$ cat config.mk
export PLATFORM = sky130hd
export DESIGN_NAME = bus_grant_arbiter
export DESIGN_NICKNAME = d
export VERILOG_FILES = /design/src/rtl/bus_grant_arbiter.sv
export SDC_FILE = /design/constraint.sdc
export NUM_CORES = 1
export LEC_CHECK = 0
export CAP_MARGIN = 40
export CORE_ASPECT_RATIO = 0.9
export CORE_MARGIN = 10
export CORE_UTILIZATION = 47
export CTS_BUF_LIST = sky130_fd_sc_hd__clkbuf_2
export CTS_CLUSTER_SIZE = 8
export DETAILED_ROUTE_END_ITERATION = 8
export MAX_ROUTING_LAYER = met4
export PLACE_DENSITY = 0.76
export SYNTH_ARGS = -nofsm -noshare
export SYNTH_HDL_FRONTEND = slang
export SYNTH_SLANG_ARGS = --single-unit
$ cat constraint.sdc
create_clock -name clk -period 1.5 [get_ports clk]
set_input_delay 0.375 -clock clk [delete_from_list [all_inputs] [get_ports clk]]
set_output_delay 0.375 -clock clk [all_outputs]
set_load 0.05 [all_outputs]
$ cat src/rtl/bus_grant_arbiter.sv
`default_nettype none
// ============================================================================
// Module      : bus_grant_arbiter
// Description : Round-robin select generator for the shared 8-bit bus muxes,
//               with a one-cycle all-zero gap between owners.
// Revision    : 1.0
// ============================================================================
module bus_grant_arbiter #(
  parameter int N        = 4,
  parameter int IDX_W    = 2,
  parameter int MAX_HOLD = 8,
  parameter int CNT_W    = 4
) (
  input  logic             clk,
  input  logic             rst,
  input  logic [N-1:0]     req,
  output logic [N-1:0]     grant,
  output logic [IDX_W-1:0] grant_idx,
  output logic             bus_busy,
  output logic             expired
);

  typedef enum logic [1:0] {
    S_IDLE = 2'd0,
    S_OWN  = 2'd1,
    S_GAP  = 2'd2
  } state_t;

  localparam logic [CNT_W-1:0] C_MAX_HOLD = CNT_W'(MAX_HOLD);
  localparam logic [CNT_W-1:0] C_CNT_SAT  = {CNT_W{1'b1}};
  localparam logic [CNT_W-1:0] C_CNT_ONE  = CNT_W'(1);
  localparam logic [IDX_W-1:0] C_LAST_IDX = IDX_W'(N - 1);
  localparam logic [N-1:0]     C_ONE      = N'(1);

  generate
    if ((N < 2) || (N > 8) || (IDX_W != $clog2(N)) || (CNT_W < 1) ||
        (MAX_HOLD < 0) || (MAX_HOLD >= (1 << CNT_W))) begin : g_bad_params
      $error("bus_grant_arbiter: illegal parameter combination");
    end
  endgenerate

  state_t           r_state;
  logic [N-1:0]     r_grant;
  logic [IDX_W-1:0] r_idx;
  logic             r_busy;
  logic             r_expired;
  logic [IDX_W-1:0] r_ptr;
  logic [CNT_W-1:0] r_cnt;

  state_t           w_state_nx;
  logic [N-1:0]     w_grant_nx;
  logic [IDX_W-1:0] w_idx_nx;
  logic             w_exp_nx;
  logic [IDX_W-1:0] w_ptr_nx;
  logic [CNT_W-1:0] w_cnt_nx;

  logic             w_pick_found;
  logic [IDX_W-1:0] w_pick_idx;
  logic [IDX_W-1:0] w_cand;
  logic             w_owner_req;
  logic             w_limit;

  // First requester found scanning upward from r_ptr, wrapping modulo N.
  always_comb begin
    w_pick_found = 1'b0;
    w_pick_idx   = '0;
    w_cand       = '0;
    for (int k = 0; k < N; k++) begin
      w_cand = IDX_W'((int'(r_ptr) + k) % N);
      if (!w_pick_found && req[w_cand]) begin
        w_pick_found = 1'b1;
        w_pick_idx   = w_cand;
      end
    end
  end

  assign w_owner_req = req[r_idx];
  assign w_limit     = (MAX_HOLD != 0) && (r_cnt == C_MAX_HOLD);

  always_comb begin
    w_state_nx = r_state;
    w_grant_nx = '0;
    w_idx_nx   = '0;
    w_exp_nx   = 1'b0;
    w_ptr_nx   = r_ptr;
    w_cnt_nx   = r_cnt;
    case (r_state)
      S_OWN: begin
        if (!w_owner_req || w_limit) begin
          // Expiry is only flagged when the owner still wanted the bus.
          w_state_nx = S_GAP;
          w_exp_nx   = w_owner_req;
          w_ptr_nx   = (r_idx == C_LAST_IDX) ? '0 : r_idx + 1'b1;
          w_cnt_nx   = '0;
        end else begin
          w_grant_nx = r_grant;
          w_idx_nx   = r_idx;
          if (r_cnt != C_CNT_SAT) begin
            w_cnt_nx = r_cnt + 1'b1;
          end
        end
      end
      default: begin
        if (w_pick_found) begin
          w_state_nx = S_OWN;
          w_grant_nx = C_ONE << w_pick_idx;
          w_idx_nx   = w_pick_idx;
          w_cnt_nx   = C_CNT_ONE;
        end else begin
          w_state_nx = S_IDLE;
          w_cnt_nx   = '0;
        end
      end
    endcase
  end

  always_ff @(posedge clk) begin
    if (rst) begin
      r_state   <= S_IDLE;
      r_grant   <= '0;
      r_idx     <= '0;
      r_busy    <= 1'b0;
      r_expired <= 1'b0;
      r_ptr     <= '0;
      r_cnt     <= '0;
    end else begin
      r_state   <= w_state_nx;
      r_grant   <= w_grant_nx;
      r_idx     <= w_idx_nx;
      r_busy    <= |w_grant_nx;
      r_expired <= w_exp_nx;
      r_ptr     <= w_ptr_nx;
      r_cnt     <= w_cnt_nx;
    end
  end

  assign grant     = r_grant;
  assign grant_idx = r_idx;
  assign bus_busy  = r_busy;
  assign expired   = r_expired;

endmodule
`default_nettype wire
==> out/metrics.cfg <==
[timing]
max_freq_ghz = 0.679
skew_ps = 3.27
rsz0062_at_grt = true
setup_viol_count_final = 0
tightest_slew_ps = 312
fin_worst_hold_slack_ps = 560
finalMaxSlewViolations = 0
slew_headroom_pct = 79.1
fin_crit_sh_pct = 98.2
final.min_clock_period_ps = 1470
hold_viol_final = 0

[logic_synthesis]
seq_area_frac_synth_pct = 41.8
ys_async_sr_fraction_pct = 0
mappedNetlistArea_um2 = 767
avgSynthCellArea_um2 = 9.71
synth_fp_nets = 88
synth_warnings = 0
synth_ff_type = dfxtp_1
netlist_instances = 79
ys_seq_elements = 16
synth_edf_count = 0
ys_types = 34

[setup_path]
required_ps = 1710
critPathCaptureType = flip-flop
arrival_ps = 1690
path_max_fanout = 5
worstSetupPathType = reg -> reg
critPathLaunchType = flip-flop
r2r_cells = 4

[global_route]
grt_pass1_wl_um = 3270
grt_pass1_vias = 728
grt_max_degree = 10
antenna_found_initial = 0
grt_overflow = 0
grt_use_total_pct = 11.4

[drt]
initialDrtViolationCount = 16
drc = 0
firstDrtPassIters = 4
vias_per_cell = 5.53
dr_total_vias = 714
finalWirelength_um = 1910
postRouteAntennaNets = 0
wl_per_cell_um = 14.8

[finish]
antenna_cells = 0
multi_input_area_um2 = 440
seqCellArea_um2 = 330
fin_cells = 129
final_common_cell = buf_4
areaGrowthSynthToFinish_pct = 48.9
fin_nets = 117
fill_cells = 119
layout_common_cells = 14 x buf_4, 12 x dfxtp_1, 8 x buf_12
drive_above_1_share_pct = 36.4

[die]
die_h_um = 58.3
rows = 13
core_um2 = 1500
start_util_pct = 51.3
die_width_um = 62.6
die_area_um2 = 3650
ios = 14

[run]
cap_violations = 0

[clock_tree]
cts.sink_count = 16
numCtsBuffers = 3
htree_num_levels = 1
clk_path_buf_depth = 2
clk_latency_ps = 290
clk_pin_slew_ps = 160
cts_tree = done
root_buffer = clkbuf_2
cts_hold_buf = 0

[placed_design]
globalplace.congestion = 0.880
port_buffers = 13
hpwl_um = 1520
dp.cells = 124

[worst_hold_path]
hp-class = reg -> reg
min_path_cells = 2

[pwr]
power_density_nw_per_um2 = 889
ir_drop_mv = 0.792
p_leak_uw = 0.000475

[outcome]
status = complete, no violations

-- cell families (layout without fill, tap and decap cells) --
logic type      Yosys count  in the layout  share of synthesized area, %
simple gates             29             29                          20.2
compound gates           20             20                          21.2
flops                    16             16                          41.8
buf+inv                   7             35                          5.06
mux                       4              4                          6.85
fa+ha+maj                 3              3                          4.89
-- registers in the layout (all words and copies together) (netlist names) --
name	flops
grant	4
r_cnt	4
grant_idx	2
r_ptr	2
r_state	2
bus_busy	1
expired	1
-- timing repair --
| item | 4_1_cts | 5_1_grt |
|---|---|---|
| setup endpoints to repair | 12 | 7 |
| gates resized for setup | 6 | 6 |
| pin swaps | 1 | 2 |
| setup buffers | 1 | 0 |
-- where the power goes --
part / switching [uW] / total [uW] / internal [uW] / leakage (uW)
clock: 142 / 200 / 57.9 / 0.0000140
sequential: 29.8 / 485 / 455 / 0.000133
combinational: 166 / 331 / 166 / 0.000328
-- worst max-delay path: stages, from the launching register on --
cell and delay [ps]:
dfxtp_4 390, mux4_2 550, a21oi_2 180, mux2i_1 210
nor2_1 60
-- synthesized netlist by cell type, types with 2 or more instances --
master	count	share of area (%)
a21oi_1	4	2.6
mux2i_1	3	3.9
nand3_1	3	2.0
and3_1	2	1.6
o22ai_1	2	1.6
nor2_1	7	3.4
inv_1	4	2.0
nand2_1	3	1.5
nor3b_1	2	2.0
ha_1	3	4.9
a32o_1	3	3.9
nor3_1	5	3.3
a22o_1	2	2.3
dfxtp_1	16	42
-- layout make-up --
cell class	count	share of cell area (%)
Inverter	4	1.31
Timing Repair Buffer	27	27.2
Tap cell	22	2.41
Multi-Input combinational cell	56	38.6
Clock inverter	1	0.329
Sequential cell	16	28.9
Clock buffer	3	1.31
-- routing by layer --
layer,GRT usage [%],vias to the layer above,part of all wire [%]
met5,-,-,0
met2,18.9,25,47
met4,2.87,0,1.5
met1,12.0,331,44
met3,5.67,4,7.9
li1,-,354,-
-- final timing paths --
check | from | end | slack, ps
worst max-delay path | grant_idx[0] | r_ptr[1] | 30
worst min-delay path | r_ptr[0] | r_ptr[0] | 560
worst max register to register | grant_idx[0] | r_ptr[1] | 30
worst min register to register | r_ptr[0] | r_ptr[0] | 560
-- metrics by stage --
step                      power (uW)  instance area (um2)  util (%)  TNS (ps)  setup slack, ps
after floorplan                  655                  777         -      -767             -126
after global routing            1060                 1140      76.3     -21.7            -14.3
final                           1020                 1140      76.3         0             27.0
after detailed placement         810                 1090      72.7     -6780             -530
after global placement           802                 1090      72.7     -6190             -473
after CTS                       1010                 1120      75.1         0             3.66
Note: power is estimated with default switching activity, not from simulation.
